File: config.mk
export PLATFORM = sky130hd
export DESIGN_NAME = mem_arbiter
export DESIGN_NICKNAME = d
export VERILOG_FILES = /design/src/rtl/mem_arbiter.sv
export SDC_FILE = /design/constraint.sdc
export NUM_CORES = 1
export LEC_CHECK = 0
export BUFFER_PORTS_ARGS = -buffer_cell sky130_fd_sc_hd__buf_2
export CELL_PAD_IN_SITES_DETAIL_PLACEMENT = 0
export CELL_PAD_IN_SITES_GLOBAL_PLACEMENT = 1
export CORE_ASPECT_RATIO = 0.75
export CORE_MARGIN = 2
export CORE_UTILIZATION = 33
export CTS_CLUSTER_SIZE = 25
export DETAILED_ROUTE_END_ITERATION = 6
export PLACE_DENSITY = 0.9
export SLEW_MARGIN = 10
export SYNTH_ARGS = -nofsm -noshare
export SYNTH_HDL_FRONTEND = slang
export SYNTH_SLANG_ARGS = --single-unit
File: constraint.sdc
create_clock -name clk -period 2.45 [get_ports clk]
set_input_delay 0.3675 -clock clk [delete_from_list [all_inputs] [get_ports clk]]
set_output_delay 0.3675 -clock clk [all_outputs]
set_load 0.05 [all_outputs]
File: src/rtl/mem_arbiter.sv
// mem_arbiter: shares one pipelined main memory between I/D block fills and D write-through stores.
// Fixed priority store > D fill > I fill, no preemption, one operation at a time.
module mem_arbiter #(
   parameter int MEM_LAT = 4,
   parameter int WORDS   = 8
) (
   input  logic        clk,
   input  logic        rst,
   input  logic        i_req,
   input  logic [15:0] i_addr,
   input  logic        d_req,
   input  logic [15:0] d_addr,
   input  logic        d_wr_req,
   input  logic [15:0] d_wr_addr,
   input  logic [15:0] d_wr_data,
   output logic        i_done,
   output logic        d_done,
   output logic        d_wr_done,
   output logic        i_fill_we,
   output logic        d_fill_we,
   output logic [15:0] fill_addr,
   output logic [15:0] fill_data,
   output logic        mem_enable,
   output logic        mem_wr,
   output logic [15:0] mem_addr,
   output logic [15:0] mem_data_in,
   input  logic [15:0] mem_data_out,
   input  logic        mem_data_valid,
   output logic        busy
);
   localparam int CW = (WORDS > 1) ? $clog2(WORDS) : 1;
   localparam logic [15:0] MASK = ~16'(2 * WORDS - 1);
   localparam logic [CW-1:0] LAST = CW'(WORDS - 1);

   if (MEM_LAT < 1 || (WORDS & (WORDS - 1)) != 0) begin : g_bad_params
      $error("mem_arbiter: MEM_LAT must be >= 1 and WORDS a power of two");
   end

   typedef enum logic [2:0] {IDLE, WRITE, FILL_ISSUE, FILL_DRAIN, DONE} state_t;
   state_t state, state_n;

   logic          owner_d;
   logic [15:0]   base, wr_addr, wr_data;
   logic [CW-1:0] issue_cnt, rx_cnt;
   logic          cap, run;

   // returns are only consumed while a fill is outstanding; anything else is stale
   assign cap = (state == FILL_ISSUE || state == FILL_DRAIN) && mem_data_valid;
   assign run = !rst;

   always_ff @(posedge clk)
      state <= rst ? IDLE : state_n;

   always_comb begin
      state_n = state;
      case (state)
         IDLE:       state_n = d_wr_req ? WRITE : (d_req || i_req) ? FILL_ISSUE : IDLE;
         WRITE:      state_n = IDLE;
         FILL_ISSUE: state_n = (cap && rx_cnt == LAST) ? DONE : (issue_cnt == LAST) ? FILL_DRAIN : FILL_ISSUE;
         FILL_DRAIN: state_n = (cap && rx_cnt == LAST) ? DONE : FILL_DRAIN;
         default:    state_n = IDLE;
      endcase
   end

   always_ff @(posedge clk)
      if (rst) begin
         owner_d   <= 1'b0;
         base      <= '0;
         wr_addr   <= '0;
         wr_data   <= '0;
         issue_cnt <= '0;
         rx_cnt    <= '0;
      end else begin
         if (state == IDLE && d_wr_req) begin
            wr_addr <= d_wr_addr;
            wr_data <= d_wr_data;
         end else if (state == IDLE && (d_req || i_req)) begin
            owner_d   <= d_req;
            base      <= (d_req ? d_addr : i_addr) & MASK;
            issue_cnt <= '0;
            rx_cnt    <= '0;
         end
         if (state == FILL_ISSUE) issue_cnt <= issue_cnt + 1'b1;
         if (cap) rx_cnt <= rx_cnt + 1'b1;
      end

   // every output is forced low while rst is high, even before the state register clears
   always_comb begin
      busy        = run && state != IDLE;
      mem_wr      = run && state == WRITE;
      mem_enable  = run && (state == WRITE || state == FILL_ISSUE);
      mem_addr    = mem_wr ? wr_addr : mem_enable ? base + 16'({issue_cnt, 1'b0}) : '0;
      mem_data_in = mem_wr ? wr_data : '0;
      d_wr_done   = mem_wr;
      i_fill_we   = run && cap && !owner_d;
      d_fill_we   = run && cap && owner_d;
      fill_addr   = (run && cap) ? base + 16'({rx_cnt, 1'b0}) : '0;
      fill_data   = (run && cap) ? mem_data_out : '0;
      i_done      = run && state == DONE && !owner_d;
      d_done      = run && state == DONE && owner_d;
   end
endmodule

# [Word-level counts from Yosys, hierarchy flattened]
# Cells that the tools add are included.
# W data, S select, Z words.
[word_totals] in_bits=86 out_inout_bits=72 register_bits=54 elab_cells=61
[classes] addsub=4 n_eq_ne=8 mux=16 n_reduce_logical=25 n_bitwise=1
[op_table] operator="$mux W16" n=6
[op_table] operator="$add A16 B4 Y16" n=2
[op_table] operator="$mux W3" n=6
[op_table] operator="$logic_and A1 B1 Y1" n=13
[op_table] operator="$eq A3 B3 Y1 const B" n=3
[op_table] operator="$pmux W3 S3" n=1
[op_table] operator="$add A3 B1 Y3 const B" n=2
[op_table] operator="$eq A3 B2 Y1 const B" n=2
[op_table] operator="$reduce_and A2 Y1" n=3
[op_table] operator="$mux W2" n=2
[op_table] operator="$ne A2 B2 Y1 const B" n=2
[op_table] operator="$reduce_bool A2 Y1" n=2
[op_table] operator="$eq A3 B1 Y1 const B" n=1
[op_table] operator="$logic_not A3 Y1" n=1
[op_table] operator="$logic_or A1 B1 Y1" n=3
[op_table] operator="$reduce_bool A3 Y1" n=1
[op_table] operator="$logic_not A1 Y1" n=2
[op_table] operator="$mux W1" n=1
[op_table] operator="$not A1 Y1" n=1

# [Logic depth before layout (Yosys ltp)]
# Gate-level depths: netlist of run 1.
[depth] word_depth=6 depth_mapped=6

# [Worst setup path before layout of run 1]
# Ideal clock, no wire load.
[synth_timing] kind="flip-flop to output port" from="register state[0]" to="output d_done" stages_incl_launch_ff=3 t_arrival_ns=2.215 path_slack_ns=-0.132 path_buffers=1 path_cell_list="dfxtp_1 -> clkbuf_1 -> nor4b_1"
[synth_via] elab_chain_cells=3
[synth_lines] element="from (decl)" line_no="40" text="state_t state, state_n;"
[synth_lines] element="from (signal assigned)" line_no="52" text="state <= rst ? IDLE : state_n;"
[synth_lines] element="$eq A3 B3 Y1" line_no="100" text="d_done = run && state == DONE && owner_d;"
[synth_lines] element="$logic_and A1 B1 Y1 (2 in series)" line_no="100"
[synth_lines] element="to (decl)" line_no="17" text="output logic d_done,"
# Every way passes these cells.

# [Worst setup path in the final report of run 1]
[layout_timing] from="register state[2]" to="output mem_addr[1]"
[layout_via] elab_chain_cells=5
[layout_lines] element="$eq A3 B1 Y1 or $eq A3 B2 Y1 (tied branches)" line_no="90, 91"
[layout_lines] element="$logic_or A1 B1 Y1" line_no="91" text="mem_enable = run && (state == WRITE || state == FILL_ISSUE);"
[layout_lines] element="$logic_and A1 B1 Y1" line_no="91"
[layout_lines] element="$mux W16" line_no="92" text="mem_addr = mem_wr ? wr_addr : mem_enable ? base + 16'({issue_cnt, 1'b0}) : '0;"
[layout_lines] element="$mux W16 (*)" line_no="92"
[layout_lines] element="to (decl)" line_no="25" text="output logic [15:0] mem_addr,"
# Mark *: on every way between the ends. The rest lies on a longest branch, timed or not.

==> results of run 1 <==
==> repair_timing <==
item / in CTS / in global routing
resized for setup: 1 / 5
cloned: 0 / 0
hold buffers: 0 / 0
setup endpoints to repair: 5 / 36
==> sequential cells by signal, indices dropped and copies added (netlist names) <==
register and cells:
issue_cnt 3, owner_d 1, rx_cnt 3, wr_data 16, state 3, wr_addr 16
base 12
==> worst max-delay path: cells and delay by family (launching register included) <==
| kind | cells | cell delay (ns) |
|---|---|---|
| buffers and inverters | 3 | 0.61 |
| flip-flops | 1 | 0.40 |
| AND/OR/NAND/NOR | 2 | 0.39 |
| AO/OA/AOI/OAI | 1 | 0.19 |
==> layout by cell type (no fill, tap or decap), types with 4 or more instances in the layout <==
| master | count |
|---|---|
| a211oi_1 | 12 |
| a21oi_1 | 48 |
| a22o_1 | 13 |
| and2_1 | 51 |
| buf_2 | 145 |
| buf_4 | 11 |
| clkbuf_8 | 6 |
| dfxtp_1 | 53 |
| ha_1 | 4 |
| mux2i_1 | 12 |
| nand2_1 | 67 |
| nand2b_1 | 5 |
| nor2_1 | 5 |
==> logic make-up (layout without fill, tap and decap cells) <==
group / Yosys count / after routing / synth area share (%)
AO/OA/AOI/OAI: 86 / 86 / 20.1
other: 1 / 1 / 0.136
adder cells (fa/ha/maj): 4 / 4 / 1.82
multiplexers: 12 / 12 / 4.37
buffers and inverters: 35 / 172 / 6.28
flip-flops: 54 / 54 / 39.3
AND/OR/NAND/NOR: 148 / 148 / 28.1
==> through the flow <==
| stage | std cells | setup WS [ns] | cell area [um^2] |
|---|---|---|---|
| after floorplan | 340 | -0.00381 | 2760 |
| after global placement | 574 | 0.383 | 3590 |
| after detailed placement | 574 | 0.355 | 3590 |
| after CTS | 582 | 0.0443 | 3690 |
| after global routing | 582 | 0.0713 | 3700 |
| final | 582 | 0.167 | 3700 |
==> report_power, final <==
group          switching (mW)  internal (mW)
registers              0.0437          0.943
clock network           0.292          0.229
logic                   0.277          0.167
total                   0.613           1.34
==> final cells by class <==
class / instances / area share [%]
clock buffers: 7 / 2.33
inverters: 3 / 0.304
clock inverters: 1 / 0.135
flip-flops and latches: 54 / 29.3
multi-input cells: 251 / 41.1
well taps: 105 / 3.55
repair buffers: 161 / 23.3
==> worst max-delay path by stage <==
stage,startpoint,endpoint,depth (start not counted)
6_report,state[2],mem_addr[1],6
5_1_grt,state[2],mem_addr[11],6
4_1_cts,state[2],mem_addr[1],6
3_5_place_dp,state[2],mem_data_in[8],5
3_3_place_gp,rst,mem_data_in[3],6
2_1_floorplan,state[0],i_done,2
==> metal layers <==
metal  up-vias  share of wire (%)  wire length, um
met1      1295                 45             3550
met5         -                  0                0
met4         0                1.0               79
met2        98                 46             3650
li1       1423                  -                -
met3         9                7.6              596
==> results.cfg, run 1 <==
[run_status]
status = finished clean

[setup_path]
critPathLaunchType = register
worstSetupPathType = reg -> out
cpPeakStageDelay_ns = 0.40
rrSetupSlack_ns = 0.75
worstPathArrival_ns = 1.92
crit_top_cell = buf_4
r2r-start = state[1]
crit_path_end_kind = primary output
r2r_end = rx_cnt[1]
critPathSlowestCell = dfxtp_2
cp.required_ns = 2.08
rr_worst_depth = 4
path_cells = or2_1 -> buf_4 -> nor2_2 -> buf_4 -> a22o_1 -> clkbuf_4
critPathMaxFanout = 13

[yosys]
syn_area_um2 = 2750
synth-seq-cells = 54
yosysMostFrequentCell = nand2_1
avgSynthCellArea_um2 = 8.09
synth.net_count = 430
synth_common_cells = nand2_1 (67), dfxtp_1 (54), and2_1 (51), a21oi_1 (48), buf_2 (21)
ys_warn_count = 0
synth_top_cell_by_area = dfxtp_1
synth_edf_count = 0
synth.top_cell.area_share_pct = 39.3
ys.flop_type = dfxtp_1
synthArstFlopShare_pct = 0
synthCells = 340
ys_seq_area_share_pct = 39.3
ys_top_cells_by_area = dfxtp_1 (39%), and2_1 (12%), nand2_1 (9.1%)
yosysUniqueCellTypes = 37

[placement]
place.gp.congestion = 0.732
dpl.hpwl_um = 5800
io_buffers = 148

[global_routing]
track_usage_pct = 17.2
top_usage_layer = met2
grt_max_degree = 58
use_met2_pct = 28.2
grt.met1_usage_pct = 22.5
antenna_found_initial = 0
grt.overflow.total = 0
met3_usage_pct = 4.47
grt_pass1_vias = 2593
grt_pass1_wl_um = 12700

[final_layout]
fill_cells = 819
area_growth_pct = 34.4
fin_util_pct = 46.3
fin_nets = 566
multi_input_area_um2 = 1520
antennaDiodeCount = 0
drive_gt1_share_pct = 37.1
ff_latch_area_um2 = 1080

[detailed_routing]
avgViaCountPerCell = 4.85
num_vias = 2825
wire_per_inst_um = 13.5
drt-pass1-iter-count = 4
antenna_left = 0
routed_wirelength_um = 7880
drtIter0Drc = 101
drcViolationCount = 0

[sta]
slew_headroom_pct = 59.8
slew_violations = 0
fin_tns_setup_ns = 0
fmax_mhz = 438
fin_crit_sh_pct = 93.2
skew_ns = 0.00458
grt_setup_unrepaired = no
min_period_ns = 2.28
whs_ns = 0.292
tightest_slew_ns = 0.603
setup_violations = 0
hold_viol = 0

[clock_network]
cts_buffers = 5
root_buffer = clkbuf_8
cts-htree-levels = 2
ctsLongestPathBuffers = 2
tritoncts = yes
cts.sinks = 54
clk_pin_slew_ns = 0.10
clk_latency_ns = 0.30
postCtsSetupBuffers = 0

[floorplanning]
die_width_um = 109
rows = 28
coreArea_um2 = 7990
start_util_pct = 34.4
die-area_um2 = 9090
ios = 158
die_y_um = 83.1

[worst_hold_path]
hold_end = wr_data[15]
hold_start = d_wr_data[15]
hold_path_class = in -> reg
holdPathStages = 3

[pwr]
peakVddDrop_mv = 0.233
power.density_nw_per_um2 = 528
p_leak_nw = 1.80
finalPower_mw = 1.95

[run]
max-cap-violations = 0
(Power assumes the default switching activity.)
==> run 2: changes to the inputs <==
--- a/config.mk
+++ b/config.mk
@@ -5,12 +5,13 @@
 export SDC_FILE = /design/constraint.sdc
 export NUM_CORES = 1
 export LEC_CHECK = 0
+export ABC_AREA = 1
 export BUFFER_PORTS_ARGS = -buffer_cell sky130_fd_sc_hd__buf_2
 export CELL_PAD_IN_SITES_DETAIL_PLACEMENT = 0
 export CELL_PAD_IN_SITES_GLOBAL_PLACEMENT = 1
 export CORE_ASPECT_RATIO = 0.75
 export CORE_MARGIN = 2
-export CORE_UTILIZATION = 33
+export CORE_UTILIZATION = 32
 export CTS_CLUSTER_SIZE = 25
 export DETAILED_ROUTE_END_ITERATION = 6
 export PLACE_DENSITY = 0.9
==> run 2 against run 1 <==
- core utilization shrank 3.5 points
- cell count grew 20%
- routed wire length grew 7.7%
- non-clock buffer count shrank 8
- via count grew 10%
- flip-flop and latch count is the same
- largest cell class unchanged
- critical path type unchanged
==> results.cfg, run 2 <==
[final_layout]
area_growth_pct = 30.3
fin_nets = 677
drive_gt1_share_pct = 31.6
final_cell_mix = buf_2 (148), nand2_1 (88), nor2_1 (77)
reg_top3 = wr_addr (16), wr_data (16), base (12)
fill_cells = 1012
layoutNonFillerInstCount = 700
postLayoutCellArea_um2 = 3860
antennaDiodeCount = 0
fin_util_pct = 42.8
final_common_cell = buf_2

[run_status]
status = finished clean

[clock_network]
cts_hold_buf = 0
ctsLongestPathBuffers = 2
tritoncts = yes
cts-htree-levels = 2
cts_buffers = 5
cts.sinks = 54
cts-resized-gates = 0
postCtsSetupBuffers = 0
clk_latency_ns = 0.29
clk_pin_slew_ns = 0.07
root_buffer = clkbuf_16

[worst_hold_path]
hold_start = d_wr_addr[6]
hold_path_class = in -> reg

[floorplanning]
rows = 30
start_util_pct = 32.9
die_y_um = 87.3
ios = 158
coreArea_um2 = 9010
die_width_um = 115
die-area_um2 = 10000

[setup_path]
r2r-start = state[0]
critPathMaxFanout = 17
worstPathArrival_ns = 1.90
critPathSlowestCell = dfxtp_1
crit_path_end_kind = primary output
critPathLaunchType = register
cpLargestDelayFamily = buffers and inverters
worstSetupPathType = reg -> out
critPathLaunch = state[2]
path_cells = inv_2 -> nand2_2 -> inv_1 -> nand3_2 -> o22ai_1 -> buf_2
cpPeakStageDelay_ns = 0.39
cp.required_ns = 2.08
crit_buf_inv = 3

[placement]
placed_cells_incl_taps = 692
dp_slack_ns = 0.421
place.gp.congestion = 0.769
dpl.hpwl_um = 6220
place_area_um2 = 3710
io_buffers = 148

[detailed_routing]
dr_wl_met3_um = 495
drtIter0Drc = 140
route.met2.wl_um = 3880
antenna_left = 0
avgViaCountPerCell = 4.45
routed_wirelength_um = 8480
num_vias = 3117
drt-pass1-iter-count = 4
wire_per_inst_um = 12.1
top_layer_used = met4
drcViolationCount = 0
wl_met1_um = 4070

[yosys]
syn_area_um2 = 2960
synth.top_cell.area_share_pct = 36.5
synth_edf_count = 0
yosysMostFrequentCell = nand2_1
ys.flop_type = dfxtp_1
synth-seq-cells = 54
synthArstFlopShare_pct = 0
synth.net_count = 546
avgSynthCellArea_um2 = 6.49
ys_seq_area_share_pct = 36.5
yosysUniqueCellTypes = 26
synth_top_cell_by_area = dfxtp_1
synthCells = 456
ys_top_cells_by_area = dfxtp_1 (37%), nand2_1 (11%), nor2_1 (9.8%)
ys_warn_count = 0
synth_common_cells = nand2_1 (88), nor2_1 (77), inv_1 (75), dfxtp_1 (54), a21oi_1 (36)

[sta]
slew_headroom_pct = 63.0
fmax_mhz = 440
slew_violations = 0
setup_violations = 0
whs_ns = 0.341
tightest_slew_ns = 0.556
skew_ns = 0.00311
fin_ws_ns = 0.180
fin_crit_sh_pct = 92.7
fin_tns_setup_ns = 0
hold_viol = 0
min_period_ns = 2.27
grt_setup_unrepaired = no

[global_routing]
track_usage_pct = 17.0
grt_max_degree = 53
antenna_found_initial = 0
grt_pass1_vias = 2904
grt.overflow.total = 0
grt_pass1_wl_um = 13700

[pwr]
p_comb_share_pct = 21.9
p_int_mw = 1.50
p_clk_share_pct = 33.5
finalPower_mw = 2.19
p_sw_share_pct = 31.3
p_switching_mw = 0.687
p_leak_nw = 2.01
peakVddDrop_mv = 0.269
power.density_nw_per_um2 = 568
seqPwrFrac_pct = 44.7

[run]
max-cap-violations = 0
[run 2: cell families after synthesis]
group	count (synthesis)	synth area share, %
AND/OR/NAND/NOR	220	32.5
buffers and inverters	110	16.1
AO/OA/AOI/OAI	67	13.1
flip-flops	54	36.5
adder cells (fa/ha/maj)	4	1.69
other	1	0.127
[run 2: per-layer routing]
layer  GRT usage [%]  up-vias
li1                -     1645
met5               0        -
met2            28.2       83
met3            4.04        7
met1            22.6     1382
met4            3.29        0
[run 2: cell type report]
class | count | area (um^2) | share of cell area [%]
multi-input cells | 292 | 1400 | 36.3
clock inverters | 2 | 12.5 | 0.324
clock buffers | 6 | 139 | 3.60
repair buffers | 153 | 778 | 20.2
well taps | 112 | 140 | 3.63
flip-flops and latches | 54 | 1080 | 28.0
inverters | 81 | 307 | 7.94
[run 2: power groups by stage]
| stage | logic, mW | clock network, mW | registers, mW |
|---|---|---|---|
| final | 0.480 | 0.733 | 0.978 |
| after CTS | 0.486 | 0.751 | 0.978 |
| after detailed placement | 0.485 | 0 | 0.998 |
| after global routing | 0.538 | 0.801 | 0.987 |
| after global placement | 0.479 | 0 | 0.995 |
| after floorplan | 0.355 | 0 | 0.988 |
[run 2: final timing paths]
check / to / cells past startpoint / slack (ns)
max reg2reg: issue_cnt[1] / 7 / 1.04
min reg2reg: wr_data[1] / 2 / 0.46
min: wr_addr[6] / 3 / 0.34
max: mem_addr[9] / 6 / 0.18
[run 2: worst reg2reg max path, cell delays in order, from the launching register on]
cell	delay (ns)
dfxtp_1	0.33
inv_2	0.09
nand2_2	0.09
nor2_8	0.24
nand2_4	0.29
nand2_1	0.21
nand2_1	0.06
nand2_1	0.05
